--- src/rtl/sw_pkg.sv ---
// Shared constants and types for the slide-switch debouncer.
// Imported by the per-bit debouncer and the top level.
package sw_pkg;

  localparam int SW_N               = 5;
  localparam int DB_CNT_10MS_100MHZ = 1000000;
  localparam int DB_CNT_SIM         = 4;

  typedef enum logic [1:0] {
    EDGE_NONE = 2'd0,
    EDGE_RISE = 2'd1,
    EDGE_FALL = 2'd2
  } edge_e;

  // Direction of an accepted transition; only meaningful once the window has expired.
  function automatic edge_e edge_dir(input logic s, input logic db, input logic window_done);
    edge_e dir;
    dir = EDGE_NONE;
    if (window_done && (s != db)) begin
      dir = s ? EDGE_RISE : EDGE_FALL;
    end
    return dir;
  endfunction

endpackage

--- src/rtl/sw_debounce_bit.sv ---
// One switch bit: 2-flop synchroniser, saturating stability counter,
// debounced output flop and registered rise/fall strobes.
module debounce_bit
  import sw_pkg::*;
#(
  parameter int CNT_MAX = DB_CNT_10MS_100MHZ
) (
  input  logic clk,
  input  logic rst,
  input  logic sw_i,
  output logic db_o,
  output logic rise_o,
  output logic fall_o,
  output logic rise_nxt_o,
  output logic fall_nxt_o
);

  localparam int                CNT_W    = $clog2(CNT_MAX);
  localparam logic [CNT_W-1:0]  CNT_LAST = CNT_W'(CNT_MAX - 1);

  logic             sync1_q, sync1_d;
  logic             s_q, s_d;
  logic [CNT_W-1:0] cnt_q, cnt_d;
  logic             db_q, db_d;
  logic             rise_q, rise_d;
  logic             fall_q, fall_d;
  edge_e            edge_d;

  always_comb begin
    sync1_d = sw_i;
    s_d     = sync1_q;
    cnt_d   = cnt_q;
    db_d    = db_q;
    edge_d  = edge_dir(s_q, db_q, cnt_q == CNT_LAST);

    // Any agreement between s and db restarts the window: no partial credit.
    if (s_q == db_q) begin
      cnt_d = '0;
    end else if (cnt_q == CNT_LAST) begin
      db_d  = s_q;
      cnt_d = '0;
    end else begin
      cnt_d = cnt_q + CNT_W'(1);
    end

    rise_d = (edge_d == EDGE_RISE);
    fall_d = (edge_d == EDGE_FALL);
  end

  always_ff @(posedge clk) begin
    if (rst) begin
      sync1_q <= 1'b0;
      s_q     <= 1'b0;
      cnt_q   <= '0;
      db_q    <= 1'b0;
      rise_q  <= 1'b0;
      fall_q  <= 1'b0;
    end else begin
      sync1_q <= sync1_d;
      s_q     <= s_d;
      cnt_q   <= cnt_d;
      db_q    <= db_d;
      rise_q  <= rise_d;
      fall_q  <= fall_d;
    end
  end

  assign db_o       = db_q;
  assign rise_o     = rise_q;
  assign fall_o     = fall_q;
  assign rise_nxt_o = rise_d;
  assign fall_nxt_o = fall_d;

endmodule

--- src/rtl/sw_debounce.sv ---
// Debounced slide-switch bus: N independent bit debouncers plus a
// registered any-change strobe aligned with the per-bit strobes.
module sw_debounce
  import sw_pkg::*;
#(
  parameter int N       = SW_N,
  parameter int CNT_MAX = DB_CNT_10MS_100MHZ
) (
  input  logic         clk,
  input  logic         rst,
  input  logic [N-1:0] sw,
  output logic [N-1:0] sw_db,
  output logic [N-1:0] sw_rise,
  output logic [N-1:0] sw_fall,
  output logic         any_chg
);

  logic [N-1:0] rise_nxt;
  logic [N-1:0] fall_nxt;
  logic         any_chg_q, any_chg_d;

  for (genvar i = 0; i < N; i++) begin : g_bit
    debounce_bit #(
      .CNT_MAX (CNT_MAX)
    ) u_bit (
      .clk        (clk),
      .rst        (rst),
      .sw_i       (sw[i]),
      .db_o       (sw_db[i]),
      .rise_o     (sw_rise[i]),
      .fall_o     (sw_fall[i]),
      .rise_nxt_o (rise_nxt[i]),
      .fall_nxt_o (fall_nxt[i])
    );
  end

  // Built from next-state strobes so it lands in the same cycle as sw_rise/sw_fall.
  always_comb begin
    any_chg_d = |(rise_nxt | fall_nxt);
  end

  always_ff @(posedge clk) begin
    if (rst) begin
      any_chg_q <= 1'b0;
    end else begin
      any_chg_q <= any_chg_d;
    end
  end

  assign any_chg = any_chg_q;

endmodule

--- config.mk ---
export PLATFORM = sky130hd
export DESIGN_NAME = sw_debounce
export DESIGN_NICKNAME = d
export VERILOG_FILES = /design/src/rtl/sw_pkg.sv /design/src/rtl/sw_debounce_bit.sv /design/src/rtl/sw_debounce.sv
export SDC_FILE = /design/constraint.sdc
export NUM_CORES = 1
export LEC_CHECK = 0
export BUFFER_PORTS_ARGS = -buffer_cell sky130_fd_sc_hd__buf_2
export CAP_MARGIN = 15
export CORE_MARGIN = 2
export CORE_UTILIZATION = 50
export CTS_BUF_LIST = sky130_fd_sc_hd__clkbuf_2 sky130_fd_sc_hd__clkbuf_4 sky130_fd_sc_hd__clkbuf_8
export CTS_CLUSTER_SIZE = 25
export DETAILED_ROUTE_END_ITERATION = 10
export PLACE_DENSITY = 0.69
export SLEW_MARGIN = 15
export SYNTH_ARGS = -nofsm -noshare
export SYNTH_HDL_FRONTEND = slang
export SYNTH_SLANG_ARGS = --single-unit
--- constraint.sdc ---
create_clock -name clk -period 1.9 [get_ports clk]
set_input_delay 0.095 -clock clk [delete_from_list [all_inputs] [get_ports clk]]
set_output_delay 0.095 -clock clk [all_outputs]
set_load 0.1 [all_outputs]
# Yosys cells after proc, flatten, opt, wreduce, memory -nomap -nowiden
# Cells that the tools add are included.
# word_totals
input_bits,7
out_inout_bits,16
word_cells,93
regBits,126
# op_classes
n_bitwise,6
n_reduce_logical,16
eq_ne,25
n_addsub,5
mux,10
# op_table
cell,count
$add 20x1->20 const B,5
$eq 20x20->1 const B,5
$mux 2,10
$reduce_or 3->1,5
$eq 2x1->1 const B,5
$eq 2x2->1 const B,5
$reduce_and 2->1,5
$eq 1x1->1,5
$logic_and 1x1->1,5
$ne 1x1->1,5
$not 1->1,5
$or 5x5->5,1
$reduce_or 5->1,1

# Logic depth before layout (Yosys ltp)
# Gate-level depths: netlist (run 1).
# depth
depth_word,6
ltp_mapped,6

# By module
# From an unflattened synthesis (run 1), not the netlist that was laid out.
# hier_totals
cells_unflattened,640
area_unflattened_um2,5679.2
# by_module_without_submodules
mod,seq_area_each_um2,area_each_um2,cells_per_inst,n_inst
debounce_bit,500.5,1127.3,127,5
sw_debounce,20.0,42.5,5,1

# Worst setup path before layout (run 1)
# No wires, ideal clock.
# synth_path
path_type,flip-flop to flip-flop
from,reg g_bit[2].u_bit.cnt_q[0]
to,reg g_bit[2].u_bit.cnt_q[10]
arrival_ns,1.703
setup_ns,0.115
slack_ns,0.082
stages_incl_launch_ff,7
required_time_ns,1.785
period_less_slack_ns,1.818
cell_sequence,dfxtp_1 ha_1 nand2_1 or4_4 o21ai_4 buf_6 nor2_1
# synth_via
elab_chain_cells,2
word_cells_on_any_way,3
cone_classes,add/sub (1); eq/ne (1); reduce/logical (1)
# synth_rtl
element,line,rtl
from (decl),sw_debounce_bit.sv:23,"logic [CNT_W-1:0] cnt_q, cnt_d;"
from (signal assigned),sw_debounce_bit.sv:61,cnt_q <= cnt_d;
branches (longest 2 deep; another with $add 20x1->20),-,
# Several ways; the timed one is not identified.
# A chain may end at the register's enable or synchronous reset.

# Worst setup path in the final report (run 1)
# layout_path
from,reg g_bit[3].u_bit.cnt_q[19]
to,reg g_bit[3].u_bit.cnt_q[14]
# layout_via
elab_chain_cells,2
# layout_rtl
element,line,rtl
from (decl),sw_debounce_bit.sv:23,
from (signal assigned),sw_debounce_bit.sv:61,
$eq 20x20->1,sw_debounce_bit.sv:39,end else if (cnt_q == CNT_LAST) begin
$reduce_or 3->1 (no source line),-,
# No other way between the ends.

==> results of run 1 <==
area by class of cell:
type                       count  area, sq um  share of cell area (%)
clock inverter                 9          130                    2.00
timing repair buffer          63          438                    6.74
clock buffer                  23          317                    4.87
sequential                   126         2520                    38.9
inverter                      19         71.3                    1.10
tap                          140          175                    2.70
multi-input combinational    452         2840                    43.7
synthesized netlist by cell type, drive strengths merged (7+ instances only):
master  instances
dfxtp         126
nor2           81
nand3          48
xnor2          37
a21oi          36
nand2          33
buf            29
xor2           27
o21ai          24
or3            22
or4            21
inv            19
nor4           17
o31ai          17
nand4          15
nor4b          14
nor2b          12
and3            8
and4            8
nor3            7
through the flow:
step	instance area [sq um]	hold WS [ns]	cells
detailed placement	5950	0.326	795
global placement	5950	0.334	795
floorplan	5600	0.223	630
CTS	6440	0.0555	832
finish	6500	0.0774	832
global route	6500	0.0655	832
repair_timing:
item,4_1_cts,5_1_grt
hold buffers,5,0
setup endpoints to repair,0,65
resized for setup,0,14
hold endpoints to repair,5,0
power by group:
| part | switching (mW) | internal (mW) |
|---|---|---|
| clock network | 1.03 | 1.50 |
| registers | 0.00818 | 2.65 |
| logic | 0.0388 | 0.0331 |
sequential cells by signal, summed over array words and instances, names as in the netlist:
register / count
g_bit.u_bit.s_q: 5
any_chg: 1
g_bit.u_bit.s_d: 5
g_bit.u_bit.rise_o: 5
g_bit.u_bit.cnt_q: 100
g_bit.u_bit.fall_o: 5
g_bit.u_bit.db_o: 5
cells by family after synthesis:
group / after synthesis / synth area share, %
fa+ha+maj: 5 / 1.12
buf+inv: 52 / 4.92
xor+xnor: 64 / 10.0
simple gates: 304 / 30.5
compound gates: 79 / 8.38
flops: 126 / 45.1
cells in the final DEF (no fill, tap or decap), drive strengths merged, types with 4 or more instances in the layout:
cell type,count
nor3,7
nor4,17
and3,8
inv,19
a21oi,36
xnor2,37
dlygate4sd3,5
nor2,81
nand4,15
ha,5
clkbuf,23
nand2,33
dfxtp,126
or4,21
nand3,48
or3b,4
o31ai,17
o21ai,24
or3,22
nor2b,12
and4,8
and2,6
nor4b,14
buf,58
clkinvlp,4
xor2,27
worst min path at each step:
| stage | start | cells past startpoint | to | slack (ns) |
|---|---|---|---|---|
| 4_1_cts | rst | 2 | g_bit[2].u_bit.s_d$_SDFF_PP0_ | 0.06 |
| 3_3_place_gp | sw[0] | 2 | g_bit[0].u_bit.s_d$_SDFF_PP0_ | 0.33 |
| 6_report | rst | 2 | g_bit[2].u_bit.s_d$_SDFF_PP0_ | 0.08 |
| 2_1_floorplan | sw[0] | 1 | g_bit[0].u_bit.s_d$_SDFF_PP0_ | 0.22 |
| 3_5_place_dp | sw[0] | 2 | g_bit[0].u_bit.s_d$_SDFF_PP0_ | 0.33 |
| 5_1_grt | rst | 2 | g_bit[2].u_bit.s_d$_SDFF_PP0_ | 0.07 |
metal layers:
layer	part of all wire (%)	GRT usage [%]	vias up
met5	0	0	-
met4	1.3	5.97	0
met3	3.7	6.58	17
met2	47	31.4	62
met1	48	24.5	2095
li1	-	-	2328
==> flow_summary_export.csv, run 1 <==
group,metric,value,unit
worst_setup_path,setup.worst_path.end,"g_bit[3].u_bit.cnt_q[14]$_SDFF_PP0_",
grt,grt_max_degree,24,
sta,setup-tns-final,0,ns
worst_setup_path,worstPathCellList,"or3b_2, or4_1, o21ai_2, buf_4, nor2_1",
synthesis,syn_inst,630,
layout,n_antenna_cell,0,
clock_tree,htree_levels,4,
clock_tree,cts_tree,"built",
synthesis,ys.warnings.count,0,
sta,finalMaxSlewViolations,0,
grt,grt_pass1_vias,4170,
min_path,hp-class,"input pin to flip-flop",
floorplan,die_area,12100,sq um
routing,viasPerCell,5.41,
worst_setup_path,r2r-start,"g_bit[3].u_bit.cnt_q[19]$_SDFF_PP0_",
clock_tree,clk_pin_slew,0.07,ns
layout,fin_util,59.7,%
routing,avgRoutedWirePerCell,13.1,um
routing,drtIter0Drc,197,
worst_setup_path,cp_slowest_stage_delay,0.46,ns
sta,worst_pin_slew,0.489,ns
layout,nNetsFinal,691,
floorplan,rows,38,
synthesis,synth_area_leaders,"dfxtp_1 (45%), xnor2_1 (5.8%), nor2_1 (5.4%)",
sta,finClkSkew,0.0103,ns
sta,timing.fmax,0.550,GHz
grt,grt_usage,19.5,%
routing,drc,0,
worst_setup_path,cp.depth,5,
sta,finalHoldViolCount,0,
place,place_ws,0.0474,ns
floorplan,dieWidth,110,um
floorplan,core_area,10900,sq um
synthesis,synth_top_area_share,45.1,%
job,cap_violations,0,
synthesis,synth_edf_count,0,
worst_setup_path,required,2.22,ns
power_and_ir_drop,p_per_area,810,nW/um^2
synthesis,synth_ff_type,"dfxtp_1",
synthesis,synth.distinct_cells,40,
layout,fill_cells,958,
clock_tree,cts.sinks,126,
grt,antenna_found_initial,0,
routing,finalWirelength,10900,um
power_and_ir_drop,p_leak,2.03,nW
synthesis,syn_avg_cell_area,8.88,sq um
worst_setup_path,setup.worst_path.start_class,"flip-flop",
clock_tree,cts_setup_buffers,0,
worst_setup_path,critPathKind,"flip-flop to flip-flop",
place,place_congestion,0.841,
sta,max-slew-margin-rel,67.6,%
worst_setup_path,crit_fanout,11,
layout,synthToLayoutAreaGrowth,16.1,%
worst_setup_path,regToRegSetupSlack,0.08,ns
routing,ant_nets,0,
sta,setup_slack,0.0818,ns
sta,finalCriticalPeriod,1.82,ns
synthesis,ys_ff_latch,126,
worst_setup_path,cp-end-kind,"flip-flop",
sta,period_share,95.7,%
clock_tree,cts-root-buf,"clkbuf_8",
run_status,outcome,"complete, no violations",
place,dp_hpwl,7840,um
place,port_buffers,22,
worst_setup_path,cp.arrival,2.14,ns
floorplan,ios,23,
worst_setup_path,crit_slowest_cell,"or3b_2",
floorplan,start_util,51.4,%
power_and_ir_drop,finalPower,5.26,mW
grt,grt_pass1_wl,18500,um
worst_setup_path,reg2reg_to,"g_bit[3].u_bit.cnt_q[14]$_SDFF_PP0_",
worst_setup_path,crit_buf_inv,1,
floorplan,die_h,110,um
routing,vias,4502,
synthesis,synth_area,5600,sq um
synthesis,synth-async-reset-ratio,0,%
worst_setup_path,startpoint,"g_bit[3].u_bit.cnt_q[19]$_SDFF_PP0_",
synthesis,yosys.area.top_type,"dfxtp_1",
grt,overflow,0,
sta,setup_violations,0,
clock_tree,clock_latency,0.44,ns
clock_tree,cts_buffer_depth,2,
worst_setup_path,crit_family,"simple AND/OR/NAND/NOR gates",
power_and_ir_drop,peakVddDrop,0.766,mV
clock_tree,cts_buffers,17,
synthesis,syn_nets,642,
worst_setup_path,reg2regPathDepth,5,
synthesis,ys_seq_area_share,45.1,%
routing,dr.pass1.iters,6,
layout,drive_above_1_share,16.3,%
Power figures use the tool's default switching activity.
==> inputs of run 2 (changes only) <==
- SYNTH_HIERARCHICAL: not set -> 1
==> flow_summary_export.csv, run 2 <==
group,metric,value,unit
run_status,outcome,"finished, violations left",
run_status,violations,"negative setup slack",
grt,grt_pass1_vias,5075,
worst_setup_path,regToRegSetupSlack,-0.06,ns
power_and_ir_drop,p_per_area,730,nW/um^2
power_and_ir_drop,p_seq_share,50.2,%
synthesis,ys_seq_area_share,44.4,%
sta,worst_pin_slew,0.492,ns
place,port_buffers,22,
worst_setup_path,cp.arrival,2.28,ns
sta,timing.fmax,0.509,GHz
synthesis,yosys.area.top_type,"dfxtp_1",
power_and_ir_drop,p_int,4.28,mW
worst_setup_path,crit_family,"simple AND/OR/NAND/NOR gates",
power_and_ir_drop,p_leak,2.41,nW
grt,grt_pass1_wl,22900,um
min_path,hold_end,"g_bit[2].u_bit/s_q$_SDFF_PP0_",
sta,finalMaxSlewViolations,0,
worst_setup_path,reg2regPathDepth,5,
min_path,hp-class,"input pin to flip-flop",
sta,max-slew-margin-rel,67.4,%
sta,finClkSkew,0.00888,ns
grt,overflow,0,
clock_tree,clk_pin_slew,0.07,ns
sta,finalCriticalPeriod,1.96,ns
power_and_ir_drop,pwr-share-clk,48.1,%
place,place_ws,-0.0819,ns
synthesis,synth.distinct_cells,32,
min_path,min_delay_path_depth,2,
layout,final_cell_mix,"dfxtp_1 (115), buf_4 (85), nor2_1 (80)",
synthesis,ys_ff_latch,126,
worst_setup_path,r2r-start,"g_bit[3].u_bit/cnt_q[11]$_SDFF_PP0_",
clock_tree,cts_buffers,17,
sta,rsz0062_at_grt,"yes",
power_and_ir_drop,combPwrFrac,1.7,%
routing,dr.pass1.iters,4,
place,placedInstanceArea,6560,sq um
worst_setup_path,required,2.21,ns
sta,holdWs,0.107,ns
clock_tree,cts.sinks,126,
sta,setup_violations,89,
worst_setup_path,setup.worst_path.start_class,"flip-flop",
synthesis,ys.warnings.count,6,
clock_tree,cts-root-buf,"clkbuf_8",
floorplan,rows,38,
job,cap_violations,0,
floorplan,start_util,51.7,%
routing,ant_nets,0,
layout,fin_util,66.0,%
synthesis,synth_top_area_share,44.4,%
sta,finalHoldViolCount,0,
clock_tree,htree_levels,4,
worst_setup_path,worstPathCellList,"or4b_4, or4_4, o21ai_4, buf_6, nor2_1",
floorplan,die_h,111,um
layout,fin_area,7250,sq um
power_and_ir_drop,finalPower,5.30,mW
routing,drc,0,
layout,n_antenna_cell,0,
sta,setup-tns-final,-2.46,ns
worst_setup_path,crit_fanout,8,
synthesis,synth_ff_type,"dfxtp_1",
power_and_ir_drop,peakVddDrop,0.676,mV
clock_tree,cts_buffer_depth,2,
grt,grt_usage,22.5,%
synthesis,syn_inst,640,
grt,grt_max_degree,27,
worst_setup_path,critPathKind,"flip-flop to flip-flop",
routing,viasPerCell,5.58,
worst_setup_path,crit_buf_inv,1,
layout,drive_above_1_share,27.7,%
min_path,min-delay-start,"rst",
sta,period_share,103,%
floorplan,dieWidth,111,um
floorplan,die_area,12200,sq um
clock_tree,clock_latency,0.43,ns
routing,drtIter0Drc,243,
routing,avgRoutedWirePerCell,14.6,um
routing,finalWirelength,13300,um
sta,setup_slack,-0.0639,ns
power_and_ir_drop,p_sw_share,19.3,%
layout,instances_no_fill,910,
synthesis,synth_area,5680,sq um
layout,synthToLayoutAreaGrowth,27.7,%
power_and_ir_drop,p_switching,1.02,mW
synthesis,syn_nets,652,
clock_tree,cts_tree,"built",
floorplan,ios,23,
layout,top_register,"g_bit.u_bit/cnt_q",
worst_setup_path,crit_slowest_cell,"or4_4",
place,placedCellCount,872,
grt,antenna_found_initial,0,
routing,vias,5079,
synthesis,syn_avg_cell_area,8.87,sq um
place,dp_hpwl,9520,um
worst_setup_path,reg2reg_to,"g_bit[3].u_bit/cnt_q[14]$_SDFF_PP0_",
layout,final_common_cell,"dfxtp_1",
synthesis,synth-async-reset-ratio,0,%
floorplan,core_area,11000,sq um
layout,largest_reg_flops,100,
layout,nNetsFinal,771,
worst_setup_path,cp-end-kind,"flip-flop",
synthesis,yosysMostFrequentCell,"dfxtp_1",
worst_setup_path,cp_slowest_stage_delay,0.55,ns
synthesis,synth_edf_count,0,
synthesis,synth_area_leaders,"dfxtp_1 (44%), xnor2_1 (6.2%), nor2_1 (6.0%)",
synthesis,ys_top_cells_by_count,"dfxtp_1 (126), nor2_1 (91), nand3_1 (50)",
place,place_congestion,0.931,
run 2: cell types whose count changed in the layout (fill, tap and decap cells not counted), sizes merged, moves of 7 or more:
cell    before  now
buf         58  115
or3         22    5
or4b         0   15
nor4b       14    0
nor3         7   20
o31ai       17    5
nand2b       0   10
nand4       15   25
nor2        81   91
nor4        17   27
nand3       48   55
run 2: layer usage:
metal / GRT usage [%] / up-vias / routed length [um]
met1: 26.6 / 2404 / 5960
met3: 7.08 / 28 / 561
met5: 0 / - / 0
li1: - / 2534 / -
met2: 38.5 / 113 / 6510
met4: 8.00 / 0 / 256
run 2: cells by family after synthesis:
family                     Yosys count  share of synthesized area (%)
AOI/OAI and AO/OA                   71                           8.15
xor gates and xnor gates            65                           10.0
and+or+nand+nor                    333                           32.9
buffers and inverters               40                           3.41
DFF                                126                           44.4
adders and majority gates            5                           1.10
run 2: power by group through the flow:
stage               registers (mW)  logic [mW]  clock network (mW)
finish                        2.66      0.0887                2.55
global route                  2.66      0.0967                2.73
CTS                           2.66      0.0866                2.61
detailed placement            2.72      0.0742                   0
global placement              2.72      0.0721                   0
floorplan                     2.72      0.0357                   0
run 2: worst max path at each step:
stage / from / end / slack [ns] / cells past startpoint
floorplan: g_bit[1].u_bit/cnt_q[12]$_SDFF_PP0_ / g_bit[1].u_bit/cnt_q[12]$_SDFF_PP0_ / -0.05 / 5
global placement: g_bit[3].u_bit/cnt_q[12]$_SDFF_PP0_ / g_bit[3].u_bit/cnt_q[12]$_SDFF_PP0_ / -0.06 / 5
detailed placement: g_bit[3].u_bit/cnt_q[12]$_SDFF_PP0_ / g_bit[3].u_bit/cnt_q[12]$_SDFF_PP0_ / -0.08 / 5
CTS: g_bit[3].u_bit/cnt_q[13]$_SDFF_PP0_ / g_bit[3].u_bit/cnt_q[12]$_SDFF_PP0_ / -0.07 / 5
global route: g_bit[3].u_bit/cnt_q[11]$_SDFF_PP0_ / g_bit[3].u_bit/cnt_q[14]$_SDFF_PP0_ / -0.10 / 5
finish: g_bit[3].u_bit/cnt_q[11]$_SDFF_PP0_ / g_bit[3].u_bit/cnt_q[14]$_SDFF_PP0_ / -0.06 / 5
run 2: timing repair:
| item | 4_1_cts | 5_1_grt |
|---|---|---|
| hold buffers | 5 | 0 |
| pin swaps | 8 | 13 |
| setup buffers | 0 | 2 |
| setup endpoints to repair | 97 | 109 |
| cloned | 1 | 0 |
| endpoints found under the hold margin | 5 | 0 |
| resized for setup | 26 | 24 |
run 2: final cells by class:
cell class | instances | area, sq um
clock buffer | 26 | 352
clock inverter | 4 | 97.6
fill | 899 | 3730
inverter | 20 | 75.1
multi-input combinational | 474 | 3100
sequential | 126 | 2540
tap | 140 | 175
timing repair buffer | 120 | 915
==> inputs of run 3 (changes only) <==
- clock period: 1.9 -> 1.7 ns (I/O delays scaled with it)
==> flow_summary_export.csv, run 3 (same netlist as run 2, synthesis figures left out) <==
group,metric,value,unit
min_path,hp-class,"input pin to flip-flop",
place,placedCellCount,919,
floorplan,start_util,51.7,%
clock_tree,cts_tree,"built",
worst_setup_path,cp.arrival,2.30,ns
clock_tree,cts_buffer_depth,2,
layout,nNetsFinal,817,
clock_tree,clk_pin_slew,0.07,ns
place,port_buffers,22,
layout,drive_above_1_share,34.5,%
layout,final_cell_mix,"buf_4 (127), dfxtp_1 (115), nor2_1 (77)",
job,cap_violations,0,
sta,setup_violations,109,
sta,finalMaxSlewViolations,0,
routing,drtIter0Drc,240,
routing,finalWirelength,14600,um
floorplan,rows,38,
clock_tree,cts-root-buf,"clkbuf_8",
floorplan,die_h,111,um
worst_setup_path,cp-end-kind,"flip-flop",
routing,vias,5342,
layout,fin_util,70.3,%
grt,grt_pass1_vias,5433,
layout,n_antenna_cell,0,
layout,instances_no_fill,958,
sta,worst_pin_slew,0.634,ns
worst_setup_path,r2r-start,"g_bit[4].u_bit/cnt_q[8]$_SDFF_PP0_",
routing,drc,0,
grt,antenna_found_initial,0,
grt,gr-usage-met2,41.1,%
worst_setup_path,critPathKind,"flip-flop to flip-flop",
grt,grt_most_used_layer,"met2",
clock_tree,cts.sinks,126,
grt,met1_usage,29.3,%
run_status,violations,"negative setup slack",
layout,largest_reg_flops,100,
sta,setup-tns-final,-25.32,ns
worst_setup_path,regToRegSetupSlack,-0.28,ns
routing,avgRoutedWirePerCell,15.2,um
routing,dr.pass1.iters,5,
floorplan,ios,23,
clock_tree,htree_levels,4,
clock_tree,clock_latency,0.44,ns
routing,viasPerCell,5.58,
sta,max-slew-margin-rel,57.7,%
sta,rsz0062_at_grt,"yes",
sta,finalHoldViolCount,0,
sta,finClkSkew,0.0104,ns
worst_setup_path,reg2reg_to,"g_bit[4].u_bit/cnt_q[12]$_SDFF_PP0_",
layout,synthToLayoutAreaGrowth,35.9,%
worst_setup_path,startpoint,"g_bit[4].u_bit/cnt_q[8]$_SDFF_PP0_",
worst_setup_path,required,2.02,ns
run_status,outcome,"finished, violations left",
worst_setup_path,reg2regPathDepth,5,
worst_setup_path,setup.worst_path.start_class,"flip-flop",
sta,timing.fmax,0.505,GHz
power_and_ir_drop,peakVddDrop,0.812,mV
grt,overflow,0,
grt,grt_max_degree,27,
layout,final_common_cell,"buf_4",
power_and_ir_drop,p_leak,2.70,nW
floorplan,die_area,12200,sq um
place,place_congestion,0.947,
grt,grt_pass1_wl,24900,um
layout,top_register,"g_bit.u_bit/cnt_q",
floorplan,core_area,11000,sq um
clock_tree,cts_buffers,17,
floorplan,dieWidth,111,um
routing,ant_nets,0,
sta,period_share,117,%
worst_setup_path,crit_fanout,14,
sta,setup_slack,-0.282,ns
grt,grt_usage,24.4,%
power_and_ir_drop,p_per_area,753,nW/um^2
worst_setup_path,setup.worst_path.end,"g_bit[4].u_bit/cnt_q[12]$_SDFF_PP0_",
grt,met3_usage,6.53,%
place,dp_hpwl,10200,um
sta,finalCriticalPeriod,1.98,ns
-- run 3: changes by cell type in the layout (fill, tap and decap cells not counted), sizes merged --
cell | before | now
buf | 115 | 161
clkinv | 0 | 6
clkbuf | 26 | 21
clkinvlp | 1 | 2
-- run 3: how the worst min path moves through the flow --
stage | start | to | cells past startpoint
detailed placement | sw[2] | g_bit[2].u_bit/s_d$_SDFF_PP0_ | 2
global route | rst | g_bit[4].u_bit/db_o$_SDFFE_PP0P_ | 2
finish | rst | g_bit[4].u_bit/s_d$_SDFF_PP0_ | 2
CTS | rst | g_bit[2].u_bit/s_d$_SDFF_PP0_ | 2
floorplan | rst | g_bit[0].u_bit/db_o$_SDFFE_PP0P_ | 1
global placement | sw[4] | g_bit[4].u_bit/s_d$_SDFF_PP0_ | 2
-- run 3: area by class of cell --
| type | count | area (sq um) |
|---|---|---|
| fillers | 825 | 3260 |
| multi-input cells | 474 | 3220 |
| flip-flops and latches | 126 | 2540 |
| repair buffers | 166 | 1280 |
| clock buffers | 21 | 283 |
| well taps | 140 | 175 |
| clock inverters | 11 | 139 |
| inverters | 20 | 75.1 |
-- run 3: critical path: stages, from the launching register on --
cell	delay, ns
dfxtp_2	0.32
or4b_4	0.55
or4_4	0.57
o21ai_4	0.20
buf_12	0.17
nor2_1	0.05
-- run 3: stage by stage --
step	setup slack, ns	hold slack (ns)	area (sq um)	power [mW]
2_1_floorplan	-0.246	0.154	5680	3.08
3_3_place_gp	-0.277	0.292	6930	3.12
3_5_place_dp	-0.292	0.300	6930	3.12
4_1_cts	-0.277	0.0765	7540	5.86
5_1_grt	-0.330	0.173	7720	6.02
6_report	-0.282	0.154	7720	5.81
-- run 3: repair_timing --
action	in CTS	in global routing
buffers inserted	0	1
endpoints found under the hold margin	5	0
resized for setup	42	41
pin swaps	11	11
cloned	1	0
hold buffers	5	0
endpoints found under the setup margin	115	115
-- run 3: routing by layer --
layer | routed length, um | vias up
met1 | 6330 | 2541
met5 | 0 | -
met3 | 641 | 32
met2 | 7300 | 125
li1 | - | 2644
met4 | 306 | 0
-- run 3: power breakdown --
group,total (mW),switching (mW),leakage (nW),internal (mW)
logic,0.108,0.0604,1.46,0.0476
clock network,2.74,1.16,0.215,1.57
registers,2.97,0.00694,1.02,2.96
